File: config.mk
export PLATFORM = sky130hd
export DESIGN_NAME = core_ibex_xif_csr_responder
export DESIGN_NICKNAME = d
export VERILOG_FILES = /design/src/rtl/ibex_xif_pkg.sv /design/src/rtl/core_ibex_xif_csr_responder.sv
export SDC_FILE = /design/constraint.sdc
export NUM_CORES = 1
export LEC_CHECK = 0
export ABC_AREA = 1
export CAP_MARGIN = 40
export CORE_MARGIN = 4
export CORE_UTILIZATION = 55
export CTS_CLUSTER_SIZE = 28
export DETAILED_ROUTE_END_ITERATION = 8
export PLACE_DENSITY = 0.76
export SLEW_MARGIN = 10
export SYNTH_ARGS = -nofsm -noshare
export SYNTH_HDL_FRONTEND = slang
export SYNTH_SLANG_ARGS = --single-unit
File: constraint.sdc
create_clock -name clk_i -period 9.3 [get_ports clk_i]
set_input_delay 2.325 -clock clk_i [delete_from_list [all_inputs] [get_ports clk_i]]
set_output_delay 2.325 -clock clk_i [all_outputs]
set_load 0.02 [all_outputs]
File: src/rtl/ibex_xif_pkg.sv
// Shared CSR-channel types and the CSR read-modify-write helper.
package ibex_xif_pkg;

    localparam int unsigned CSR_ADDR_W = 12;
    localparam int unsigned CSR_DATA_W = 32;

    // CSR numbers the responder maps by default
    typedef enum logic [CSR_ADDR_W-1:0] {
        CSR_XSCRATCH0 = 12'h7C0,
        CSR_XCYCLE    = 12'h7D0
    } csr_num_e;

    // CSR operation encoding
    typedef enum logic [1:0] {
        CSR_OP_READ  = 2'b00,
        CSR_OP_WRITE = 2'b01,
        CSR_OP_SET   = 2'b10,
        CSR_OP_CLEAR = 2'b11
    } csr_op_e;

    // Response payload returned with the rvalid strobe
    typedef struct packed {
        logic                  illegal;
        logic [CSR_DATA_W-1:0] rdata;
    } csr_resp_t;

    // New register value after applying op to old with operand wdata
    function automatic logic [CSR_DATA_W-1:0] csr_apply_op(
        input csr_op_e               op,
        input logic [CSR_DATA_W-1:0] old,
        input logic [CSR_DATA_W-1:0] wdata
    );
        logic [CSR_DATA_W-1:0] res;
        res = old;
        case (op)
            CSR_OP_WRITE: res = wdata;
            CSR_OP_SET:   res = old | wdata;
            CSR_OP_CLEAR: res = old & ~wdata;
            default:      res = old;
        endcase
        return res;
    endfunction

endpackage

File: src/rtl/core_ibex_xif_csr_responder.sv
// CSR access responder: scratch CSR bank plus read-only cycle counter,
// one outstanding access, pre-op value returned after a fixed latency.
module core_ibex_xif_csr_responder
    import ibex_xif_pkg::*;
#(
    parameter int unsigned NUM_SCRATCH  = 4,
    parameter logic [11:0] BASE_ADDR    = CSR_XSCRATCH0,
    parameter logic [11:0] CYCLE_ADDR   = CSR_XCYCLE,
    parameter int unsigned RESP_LATENCY = 1
) (
    input  logic        clk_i,
    input  logic        rst_i,
    input  logic        csr_access_i,
    output logic        csr_ready_o,
    input  logic [11:0] csr_addr_i,
    input  logic [1:0]  csr_op_i,
    input  logic [31:0] csr_wdata_i,
    output logic        csr_rvalid_o,
    output logic [31:0] csr_rdata_o,
    output logic        csr_illegal_o
);

    localparam int unsigned LAT_W    = 4;
    localparam int unsigned LAT_LOAD = (RESP_LATENCY > 1) ? RESP_LATENCY - 2 : 0;
    localparam logic [11:0] CYCLE_OFF = CYCLE_ADDR - BASE_ADDR;

    typedef enum logic [1:0] {
        IDLE = 2'd0,
        WAIT = 2'd1,
        RESP = 2'd2
    } resp_state_e;

    // Parameter sanity checks at elaboration
    if (NUM_SCRATCH < 1 || NUM_SCRATCH > 16) begin : g_chk_num_scratch
        $error("NUM_SCRATCH must be within 1..16");
    end
    if (RESP_LATENCY < 1 || RESP_LATENCY > 15) begin : g_chk_latency
        $error("RESP_LATENCY must be within 1..15");
    end
    if (CYCLE_OFF < 12'(NUM_SCRATCH)) begin : g_chk_cycle_addr
        $error("CYCLE_ADDR overlaps the scratch range");
    end

    resp_state_e       state_q, state_d;
    logic [LAT_W-1:0]  lat_q, lat_d;
    logic [31:0]       scratch_q [NUM_SCRATCH];
    logic [31:0]       cycle_cnt;
    csr_resp_t         pend_q, resp_q, acc_resp;
    logic              ready_q, rvalid_q;

    logic              transfer;
    logic [11:0]       offset;
    logic              scratch_hit, cycle_hit, illegal;
    csr_op_e           op;
    logic [31:0]       scratch_rd;

    assign transfer = csr_access_i & ready_q;
    assign op       = csr_op_e'(csr_op_i);

    // Address decode and pre-op read value of the current request
    always_comb begin
        offset      = csr_addr_i - BASE_ADDR;
        scratch_hit = offset < 12'(NUM_SCRATCH);
        cycle_hit   = csr_addr_i == CYCLE_ADDR;
        illegal     = !(scratch_hit || (cycle_hit && op == CSR_OP_READ));
        scratch_rd  = '0;
        for (int unsigned i = 0; i < NUM_SCRATCH; i++) begin
            if (offset == 12'(i)) scratch_rd = scratch_q[i];
        end
        acc_resp.illegal = illegal;
        if (illegal)          acc_resp.rdata = '0;
        else if (scratch_hit) acc_resp.rdata = scratch_rd;
        else                  acc_resp.rdata = cycle_cnt;
    end

    // Next-state logic for the response sequencer
    always_comb begin
        state_d = state_q;
        lat_d   = lat_q;
        case (state_q)
            IDLE: begin
                if (transfer) begin
                    if (RESP_LATENCY > 1) begin
                        state_d = WAIT;
                        lat_d   = LAT_W'(LAT_LOAD);
                    end else begin
                        state_d = RESP;
                    end
                end
            end
            WAIT: begin
                if (lat_q == '0) state_d = RESP;
                else             lat_d   = lat_q - LAT_W'(1);
            end
            RESP:    state_d = IDLE;
            default: state_d = IDLE;
        endcase
    end

    // State, latency counter and registered handshake outputs
    always_ff @(posedge clk_i or posedge rst_i) begin
        if (rst_i) begin
            state_q  <= IDLE;
            lat_q    <= '0;
            ready_q  <= 1'b1;
            rvalid_q <= 1'b0;
        end else begin
            state_q  <= state_d;
            lat_q    <= lat_d;
            ready_q  <= (state_d == IDLE);
            rvalid_q <= (state_d == RESP);
        end
    end

    // Capture pending response on accept; publish it when entering RESP
    always_ff @(posedge clk_i or posedge rst_i) begin
        if (rst_i) begin
            pend_q <= '0;
            resp_q <= '0;
        end else begin
            if (transfer) pend_q <= acc_resp;
            if (state_d == RESP) resp_q <= (state_q == IDLE) ? acc_resp : pend_q;
        end
    end

    // Scratch register update committed on the accept edge
    always_ff @(posedge clk_i or posedge rst_i) begin
        if (rst_i) begin
            for (int unsigned i = 0; i < NUM_SCRATCH; i++) scratch_q[i] <= '0;
        end else begin
            for (int unsigned i = 0; i < NUM_SCRATCH; i++) begin
                if (transfer && scratch_hit && offset == 12'(i)) begin
                    scratch_q[i] <= csr_apply_op(op, scratch_q[i], csr_wdata_i);
                end
            end
        end
    end

    // Free-running cycle counter, wraps naturally
    always_ff @(posedge clk_i or posedge rst_i) begin
        if (rst_i) cycle_cnt <= '0;
        else       cycle_cnt <= cycle_cnt + 32'd1;
    end

    assign csr_ready_o   = ready_q;
    assign csr_rvalid_o  = rvalid_q;
    assign csr_rdata_o   = resp_q.rdata;
    assign csr_illegal_o = resp_q.illegal;

endmodule

==> impl_results.md, run 1 <==
- Status: finished clean
- Initial antenna violation count: 1
- Max-cap violations: 0
- Insertion delay to the later sink of the worst-skew pair: 0.52 ns
- Root Buffer: clkbuf_16
- Cell-internal power: 0.00171 W
- Cell family with most CP delay: simple AND/OR/NAND/NOR gates
- Layout area overhead: 15.9%
- Most frequent cell on the critical path: nand2_1
- Number of DRC markers in iteration 0: 638
- RSZ-0062 raised after global routing: false
- Reg2Reg Setup Slack: 6.96 ns
- Row count: 51
- Post-Syn Area: 11000 um^2
- Crit Path Class: input port to flop
- CTS tree: yes
- Yosys cell types: 33
- Sequential area share after synthesis: 53.0%
- Critical Path AT: 5.27 ns
- Via Count: 9339
- Fraction of layout cells with a size suffix above 1: 7.63%
- Power Density: 179 nW/um^2
- Max VDD drop: 152 uV
- Slew Limit Headroom: 43.3%
- Tcrit/Tclk final: 51.8%
- Final Setup Violations: 0
- Comb pwr share: 12.5%
- Worst slew pin tran: 0.848 ns
- Setup tns final: 0 ns
- PortBufs: 83
- Setup crit start kind: input port
- First-pass GRT wire length: 44.0 mm
- Dpl hpwl: 17.2 mm
- Switching power: 0.000577 W
- I/O Pins: 84
- Slowest stage delay, CP: 0.77 ns
- Yosys top cell by area: dfrtp_1
- # nets final: 1415
- Die area: 22400 um^2
- Synth warn: 0
- CTS resizes: 0
- Placed Cells: 1602
- First-pass iteration count of the detailed router: 8
- Fillers: 1674
- Starting Density: 56.4%
- Critical Path, Cell by Cell: clkdlybuf4s50_1 -> nor2_4 -> nand2_4 -> nor2_4 -> nand2_1 -> nand4_1 -> nand3_1 -> nand2_1 -> nand2_1 -> nand2_1
- Die H: 150 um
- Core ar.: 19600 um^2
- Vias/cell: 5.69
- Gpl congestion: 0.841
- Routed length per instance: 16.3 um
- GRT Overall Usage: 24.2%
- GRT overflow: 0
- Worst EP required: 9.75 ns
- Switching share of total power: 25.2%
- Register bit count reported by yosys: 234
- Max Slew Vio Count: 0
- Hold_buf cts: 0
- Top FF cell, synth: dfrtp_1
- Final clock skew: 0.0139 ns
- Die extent in x: 150 um
- Final Hold Fails: 0
- Non-filler cells, final: 1642
- Top post-synthesis cells by area: dfrtp_1 (53%), nand2_1 (9.5%), o21ai_1 (6.4%), o21ai_0 (5.5%), nor2_1 (4.9%)
- Reg power frac: 47.8%
- Leakage: 5.92 nW
- TritonCTS Sinks: 234
- CP bufs+invs: 1
- Asr flop ratio synth: 100%
- Final ANT Viol Nets: 0
- Final min period: 4.82 ns
- Post-CTS Repair Setup Buffers: 0
- Reg clk slew, reported paths: 0.06 ns
- Reg area: 5860 um^2
- Multi-input gate area in the final layout: 4640 um^2
- CTS HTree Levels: 1
- Post-synth EDFFs: 0
- Top cells by count, synth: nand2_1 (281), dfrtp_1 (233), nor2_1 (145)
- Longest Clk Path Bufs: 3
- CP endpoint kind: flop
- Critical path's slowest cell: nor2_4
- Total CTS buffers: 25
- # diodes: 0
- Synthesized Nets: 1368
- Clk pwr share: 39.7%
- Synth Instances: 1317
- Worst hold path type: flop to flop
- Vias in the first global route: 8749
- Top-count cell post-synth: nand2_1
- CP max FO: 37
- Fmax: 208 MHz
- WL final: 26.8 mm
- Post-Syn Area per Cell: 8.39 um^2
- Post-synth top area share: 52.8%
- Post-route DRC: 0
- Largest net degree at the start of global routing: 74
layout by cell type, fill, tap and decap left out, types with 2 or more instances in the layout:
cell type | netlist | final
a21oi_1 | 34 | 34
nor2_1 | 145 | 144
buf_16 | 0 | 4
ha_1 | 2 | 2
nand2_1 | 281 | 281
dfrtp_1 | 233 | 233
inv_1 | 44 | 42
o21ai_1 | 141 | 141
xnor2_1 | 4 | 4
clkinv_2 | 0 | 5
buf_4 | 5 | 11
or2_2 | 12 | 12
o21ai_0 | 121 | 121
nand3_2 | 2 | 2
clkdlybuf4s50_1 | 0 | 83
nor3_1 | 12 | 12
xor2_1 | 27 | 27
nand4_2 | 2 | 2
nand2_2 | 7 | 7
clkbuf_16 | 0 | 25
clkbuf_8 | 0 | 2
nand3_1 | 72 | 72
a31oi_1 | 30 | 30
nor2_4 | 4 | 7
nor3_4 | 3 | 3
inv_2 | 7 | 8
clkbuf_1 | 37 | 7
nor2_2 | 11 | 9
nand4_1 | 38 | 38
registers in the layout, indices dropped and copies added (netlist names):
register / count
csr_illegal_o: 1
csr_rdata_o: 32
csr_ready_o: 1
csr_rvalid_o: 1
cycle_cnt: 32
lat_q: 4
pend_q: 33
scratch_q: 128
state_q: 2
area by class of cell:
class	count	share of cell area [%]
tap	265	2.59
multi-input combinational	953	36.2
clock buffer	34	5.31
clock inverter	6	0.430
timing repair buffer	99	8.15
sequential	234	45.7
inverter	51	1.55
metrics by stage:
step	area [um^2]	hold slack [ns]	total power [W]	setup WS, ns	utilization, %
floorplan	11000	0.442	0.00128	0.559	-
global placement	11900	0.457	0.00139	3.62	60.9
detailed placement	12100	0.458	0.00140	4.03	61.6
CTS	12800	0.469	0.00231	4.54	65.4
global route	12800	0.488	0.00239	4.28	65.4
finish	12800	0.468	0.00229	4.48	65.4
logic make-up after synthesis:
family,after synthesis,share of synthesized area [%]
adders and majority gates,2,0.227
xor gates and xnor gates,31,2.46
and+or+nand+nor,593,24.0
DFF,234,53.0
AOI/OAI and AO/OA,327,15.2
buffers and inverters,130,5.15
power by group through the flow:
stage               Combinational [W]  Clock (W)  Sequential (W)
detailed placement           0.000288          0         0.00111
finish                       0.000286   0.000911         0.00109
global route                 0.000318   0.000967         0.00110
floorplan                    0.000129          0         0.00115
global placement             0.000279          0         0.00111
CTS                          0.000290   0.000926         0.00109
per-layer routing:
metal	track usage, %	share of wire (%)
met5	0	0.049
met4	7.27	2.7
met3	4.72	7.8
met2	36.2	45
met1	36.2	45
worst paths after layout:
kind,cells past startpoint,to,startpoint
max in group asynchronous,4,scratch_q[51],rst_i
min in group asynchronous,2,csr_rdata_o[5],rst_i
hold / removal,1,lat_q[0],lat_q[0]
hold reg to reg,1,lat_q[0],lat_q[0]
setup reg to reg,6,scratch_q[50],csr_ready_o
setup / recovery,10,csr_rdata_o[14],csr_addr_i[4]
(Power assumes the default switching activity.)
==> run 2, diff against run 1 <==
--- a/config.mk
+++ b/config.mk
@@ -8,7 +8,7 @@
 export ABC_AREA = 1
 export CAP_MARGIN = 40
 export CORE_MARGIN = 4
-export CORE_UTILIZATION = 55
+export CORE_UTILIZATION = 53
 export CTS_CLUSTER_SIZE = 28
 export DETAILED_ROUTE_END_ITERATION = 8
 export PLACE_DENSITY = 0.76
==> constraint.sdc (replaced) <==
create_clock -name clk_i -period 4.4 [get_ports clk_i]
set_input_delay 1.1 -clock clk_i [delete_from_list [all_inputs] [get_ports clk_i]]
set_output_delay 1.1 -clock clk_i [all_outputs]
set_load 0.02 [all_outputs]
==> run 2 against run 1 <==
Against the previous run: sequential power up 110%; via count up 0.66%; die area up 3.6%; first-iteration DRC count up 37%; routed wire length up 3.9%; critical path type unchanged; combinational power up 110%; clock skew down 0.0050 ns; worst setup slack worse by 3.5 ns; count of clock-buffer cells in the layout up 2; sequential share of layout area down 0.51 points; global-route usage down 0.41 points; flip-flop and latch count unchanged.
==> impl_results.md, run 2 (synthesized netlist as in run 1, its figures left out) <==
- Final clock skew: 0.00892 ns
- Max VDD drop: 231 uV
- CTS tree: yes
- Longest Clk Path Bufs: 3
- Setup crit start kind: input port
- Top flop regs: scratch_q: 128 flops, pend_q: 33 flops
- Core ar.: 20400 um^2
- Largest register FFs: 128
- Total CTS buffers: 25
- Root Buffer: clkbuf_16
- Worst hold margin: 0.472 ns
- Status: finished clean
- Vias/cell: 5.68
- Power Density: 395 nW/um^2
- Die area: 23200 um^2
- Hold_buf cts: 0
- Die H: 152 um
- Reg clk slew, reported paths: 0.06 ns
- Post-route DRC: 0
- # nets final: 1420
- TritonCTS Sinks: 234
- Via Count: 9401
- Layout area overhead: 17.2%
- WL final: 27.8 mm
- Reg2Reg Setup Slack: 2.42 ns
- Max Slew Vio Count: 0
- Dpl hpwl: 17.8 mm
- Critical Path AT: 3.83 ns
- CTS HTree Levels: 1
- Row count: 52
- Starting Density: 54.2%
- GRT overflow: 0
- CTS resizes: 0
- Routed length per instance: 16.8 um
- Fmax: 296 MHz
- Largest net degree at the start of global routing: 91
- Leakage: 5.98 nW
- CP startpoint: csr_addr_i[5]
- First-pass iteration count of the detailed router: 5
- Worst Setup EP: csr_rdata_o[17]
- Fraction of layout cells with a size suffix above 1: 8.23%
- Cells on worst reg2reg path: 6
- PortBufs: 83
- RSZ-0062 raised after global routing: false
- Setup tns final: 0 ns
- Commonest non-fill, non-tap cell in the layout: nand2_1
- Worst EP required: 4.85 ns
- Number of DRC markers in iteration 0: 875
- Die extent in x: 152 um
- Final Hold Fails: 0
- Initial antenna violation count: 1
- GRT Overall Usage: 23.8%
- Reg-to-Reg Start: csr_ready_o
- Crit Path Class: input port to flop
- Final min period: 3.38 ns
- Gpl congestion: 0.829
- Max-cap violations: 0
- Final ANT Viol Nets: 0
- Largest Register: scratch_q
- RR Endpoint: scratch_q[93]
- I/O Pins: 84
- Final Setup Violations: 0
- First-pass GRT wire length: 46.2 mm
- Tcrit/Tclk final: 76.9%
- CP max FO: 32
- Insertion delay to the later sink of the worst-skew pair: 0.51 ns
- Slew Limit Headroom: 54.2%
- CP endpoint kind: flop
- Commonest non-fill, non-tap cells in the layout: nand2_1 (281), dfrtp_1 (233), nor2_1 (144)
- Worst hold path type: flop to flop
- Worst slew pin tran: 0.686 ns
- Vias in the first global route: 9019
- Post-CTS Repair Setup Buffers: 0
-- run 2: worst min path at each step --
stage                             start       endpoint  slack (ns)  depth (start not counted)
after CTS                 cycle_cnt[16]  cycle_cnt[16]        0.47                          1
after detailed placement  cycle_cnt[16]  cycle_cnt[16]        0.46                          1
after global placement    cycle_cnt[16]  cycle_cnt[16]        0.46                          1
final                     cycle_cnt[16]  cycle_cnt[16]        0.47                          1
after floorplan           cycle_cnt[16]  cycle_cnt[16]        0.44                          1
after global routing           lat_q[3]       lat_q[3]        0.49                          1
-- run 2: critical path: stages --
cell and delay [ns]:
clkdlybuf4s50_1 0.55, nor2_4 0.41, inv_1 0.44, o21ai_1 0.19
nand2_1 0.16, inv_2 0.48, nand3_1 0.25, nand2_1 0.10
nand2_1 0.07, nand2_1 0.06
-- run 2: where the power goes --
part / internal, W / switching [W]
combinational: 0.000238 / 0.000366
clock: 0.00136 / 0.000832
sequential: 0.00226 / 0.0000616
total: 0.00385 / 0.00126
-- run 2: metrics by stage --
step / area [um^2] / power, W / utilization, % / worst slack, ns / instances
detailed placement: 12100 / 0.00297 / 59.4 / 0.549 / 1612
CTS: 12900 / 0.00515 / 63.6 / 1.08 / 1655
global route: 12900 / 0.00531 / 63.6 / 0.759 / 1656
finish: 12900 / 0.00511 / 63.6 / 1.02 / 1656
global placement: 12100 / 0.00295 / 59.4 / 0.583 / 1612
floorplan: 11000 / 0.00270 / - / 0.237 / 1317
-- run 2: area by class of cell --
cell class                      instances  area, um^2
Tap cell                              270         338
Inverter                               51         195
Clock buffer                           36         717
Timing Repair Buffer                  104        1080
Antenna cell                            1        2.50
Multi-Input combinational cell        953        4630
Clock inverter                          7         135
Sequential cell                       234        5860
Fill cell                            1694        7420
-- run 2: layer usage --
layer	wire length, um	track usage (%)	up-vias	part of all wire (%)
li1	-	-	4527	-
met1	12600	35.4	4503	45
met2	12900	37.7	325	46
met3	1760	2.98	46	6.3
met4	520	5.82	0	1.9
met5	0	0	-	0
==> run 3, diff against run 2 <==
==> constraint.sdc (replaced) <==
create_clock -name clk_i -period 2.7 [get_ports clk_i]
set_input_delay 0.675 -clock clk_i [delete_from_list [all_inputs] [get_ports clk_i]]
set_output_delay 0.675 -clock clk_i [all_outputs]
set_load 0.02 [all_outputs]
==> run 3 against run 2 <==
Against the previous run: critical path type unchanged; cell count grew 2.1%; global-route usage grew 2.0 points; critical path depth grew 4; final area grew 2.7%; highest routed layer unchanged; first-iteration DRC count shrank 6.1%; via count grew 4.4%; clock skew grew 0.012 ns; utilization grew 1.7 points; flip-flop and latch count is the same; sequential share of layout area shrank 1.2 points.
==> impl_results.md, run 3 (synthesized netlist as in run 1, its figures left out) <==
- First-pass iteration count of the detailed router: 7
- Reg clk slew, reported paths: 0.06 ns
- Final Hold Fails: 0
- Row count: 52
- Tcrit/Tclk final: 96.0%
- Max-cap violations: 0
- CTS resizes: 0
- Switching share of total power: 25.6%
- Final ANT Viol Nets: 0
- CTS tree: yes
- Largest Register: scratch_q
- Critical Path AT: 3.01 ns
- Setup crit start kind: input port
- Post-CTS Repair Setup Buffers: 0
- I/O Pins: 84
- Status: finished clean
- Routed length per instance: 17.9 um
- Max Slew Vio Count: 0
- CP max FO: 36
- Insertion delay to the later sink of the worst-skew pair: 0.53 ns
- Die H: 152 um
- Max VDD drop: 541 uV
- Final min period: 2.59 ns
- Comb pwr share: 12.5%
- Via Count: 9812
- # diodes: 0
- Longest Clk Path Bufs: 3
- Reg power frac: 45.9%
- Final clock skew: 0.0207 ns
- Gpl congestion: 0.851
- Vias/cell: 5.80
- Power Density: 625 nW/um^2
- Commonest non-fill, non-tap cells in the layout: nand2_1 (281), dfrtp_1 (233), nor2_1 (144)
- Number of DRC markers in iteration 0: 822
- Fmax: 386 MHz
- Cell-internal power: 0.00618 W
- Slew Limit Headroom: 52.1%
- PortBufs: 83
- GRT overflow: 0
- Top flop regs: scratch_q: 128 flops, pend_q: 33 flops
- Vias in the first global route: 9319
- Final Setup Violations: 0
- RSZ-0062 raised after global routing: false
- WL final: 30.4 mm
- Crit Path Class: input port to flop
- First-pass GRT wire length: 49.0 mm
- Post-route DRC: 0
- Dpl hpwl: 19.5 mm
- TritonCTS Sinks: 234
- Leakage: 6.19 nW
- Die extent in x: 152 um
- CTS HTree Levels: 1
- Worst hold margin: 0.467 ns
- Switching power: 0.00213 W
- Clk pwr share: 41.6%
- Die area: 23200 um^2
- Largest net degree at the start of global routing: 86
- GRT Overall Usage: 25.8%
- Total CTS buffers: 25
- Starting Density: 54.2%
- Worst EP required: 3.12 ns
- Commonest non-fill, non-tap cell in the layout: nand2_1
- Initial antenna violation count: 0
- Hold_buf cts: 0
- Worst slew pin tran: 0.718 ns
- Worst hold path type: flop to flop
- Total Power: 0.00831 W
- Fraction of layout cells with a size suffix above 1: 10.6%
- # nets final: 1454
- Largest register FFs: 128
- Layout area overhead: 20.4%
- CP endpoint kind: flop
- Core ar.: 20400 um^2
- Root Buffer: clkbuf_16
[run 3: changes by cell type in the layout (fill, tap and decap cells not counted)]
cell and change:
buf_4 +24, buf_12 +9, bufinv_16 -2, clkbuf_8 +2, buf_8 +1, clkinv_2 +1, diode_2 -1, inv_6 +1
[run 3: path summary, 6_finish.rpt]
check                           cells past startpoint     startpoint              end  slack, ns
worst min register to register                      1       lat_q[0]         lat_q[0]       0.47
max in group asynchronous                           4          rst_i    scratch_q[28]       1.46
worst max register to register                      9   cycle_cnt[0]    cycle_cnt[30]       0.72
min in group asynchronous                           3          rst_i   csr_rdata_o[5]       0.63
worst max-delay path                               14  csr_addr_i[4]  csr_rdata_o[30]       0.11
worst min-delay path                                1       lat_q[0]         lat_q[0]       0.47
[run 3: power by group through the flow]
stage	Sequential (W)	Combinational, W	Clock, W
global placement	0.00386	0.00102	0
floorplan	0.00395	0.000445	0
detailed placement	0.00387	0.00104	0
finish	0.00381	0.00104	0.00346
global route	0.00383	0.00114	0.00367
CTS	0.00381	0.00105	0.00351
[run 3: area by class of cell]
class | count | area (um^2)
clock buffer | 38 | 744
multi-input combinational | 953 | 4630
sequential | 234 | 5860
clock inverter | 7 | 88.8
timing repair buffer | 138 | 1450
fill | 1660 | 7060
inverter | 51 | 195
tap | 270 | 338
[run 3: critical path: stages]
cell and delay (ns):
clkdlybuf4s50_1 0.63, nor2_4 0.08, nand2_4 0.08, buf_4 0.46, inv_2 0.14, buf_12 0.18, nand3_1 0.06, nand2_1 0.05
inv_1 0.04, nand4_1 0.22, nand2_1 0.16, nand2_1 0.06, nand2_1 0.09, nand2_1 0.05
[run 3: metrics by stage]
stage / utilization, % / instance area, um^2 / setup WS (ns) / TNS (ns) / instances
after global routing: 65.3 / 13300 / 0.0350 / 0 / 1691
final: 65.3 / 13300 / 0.109 / 0 / 1691
after floorplan: - / 11000 / -1.04 / -242.11 / 1317
after CTS: 65.3 / 13300 / 0.191 / 0 / 1691
after detailed placement: 61.2 / 12500 / -0.352 / -19.83 / 1646
after global placement: 61.2 / 12500 / -0.386 / -24.12 / 1645
[run 3: routing by layer]
metal	vias up	wire length, um	GRT usage [%]
met5	-	0	0
met1	4719	13200	37.8
met2	436	13400	38.2
li1	4605	-	-
met4	0	712	7.66
met3	52	3000	6.56
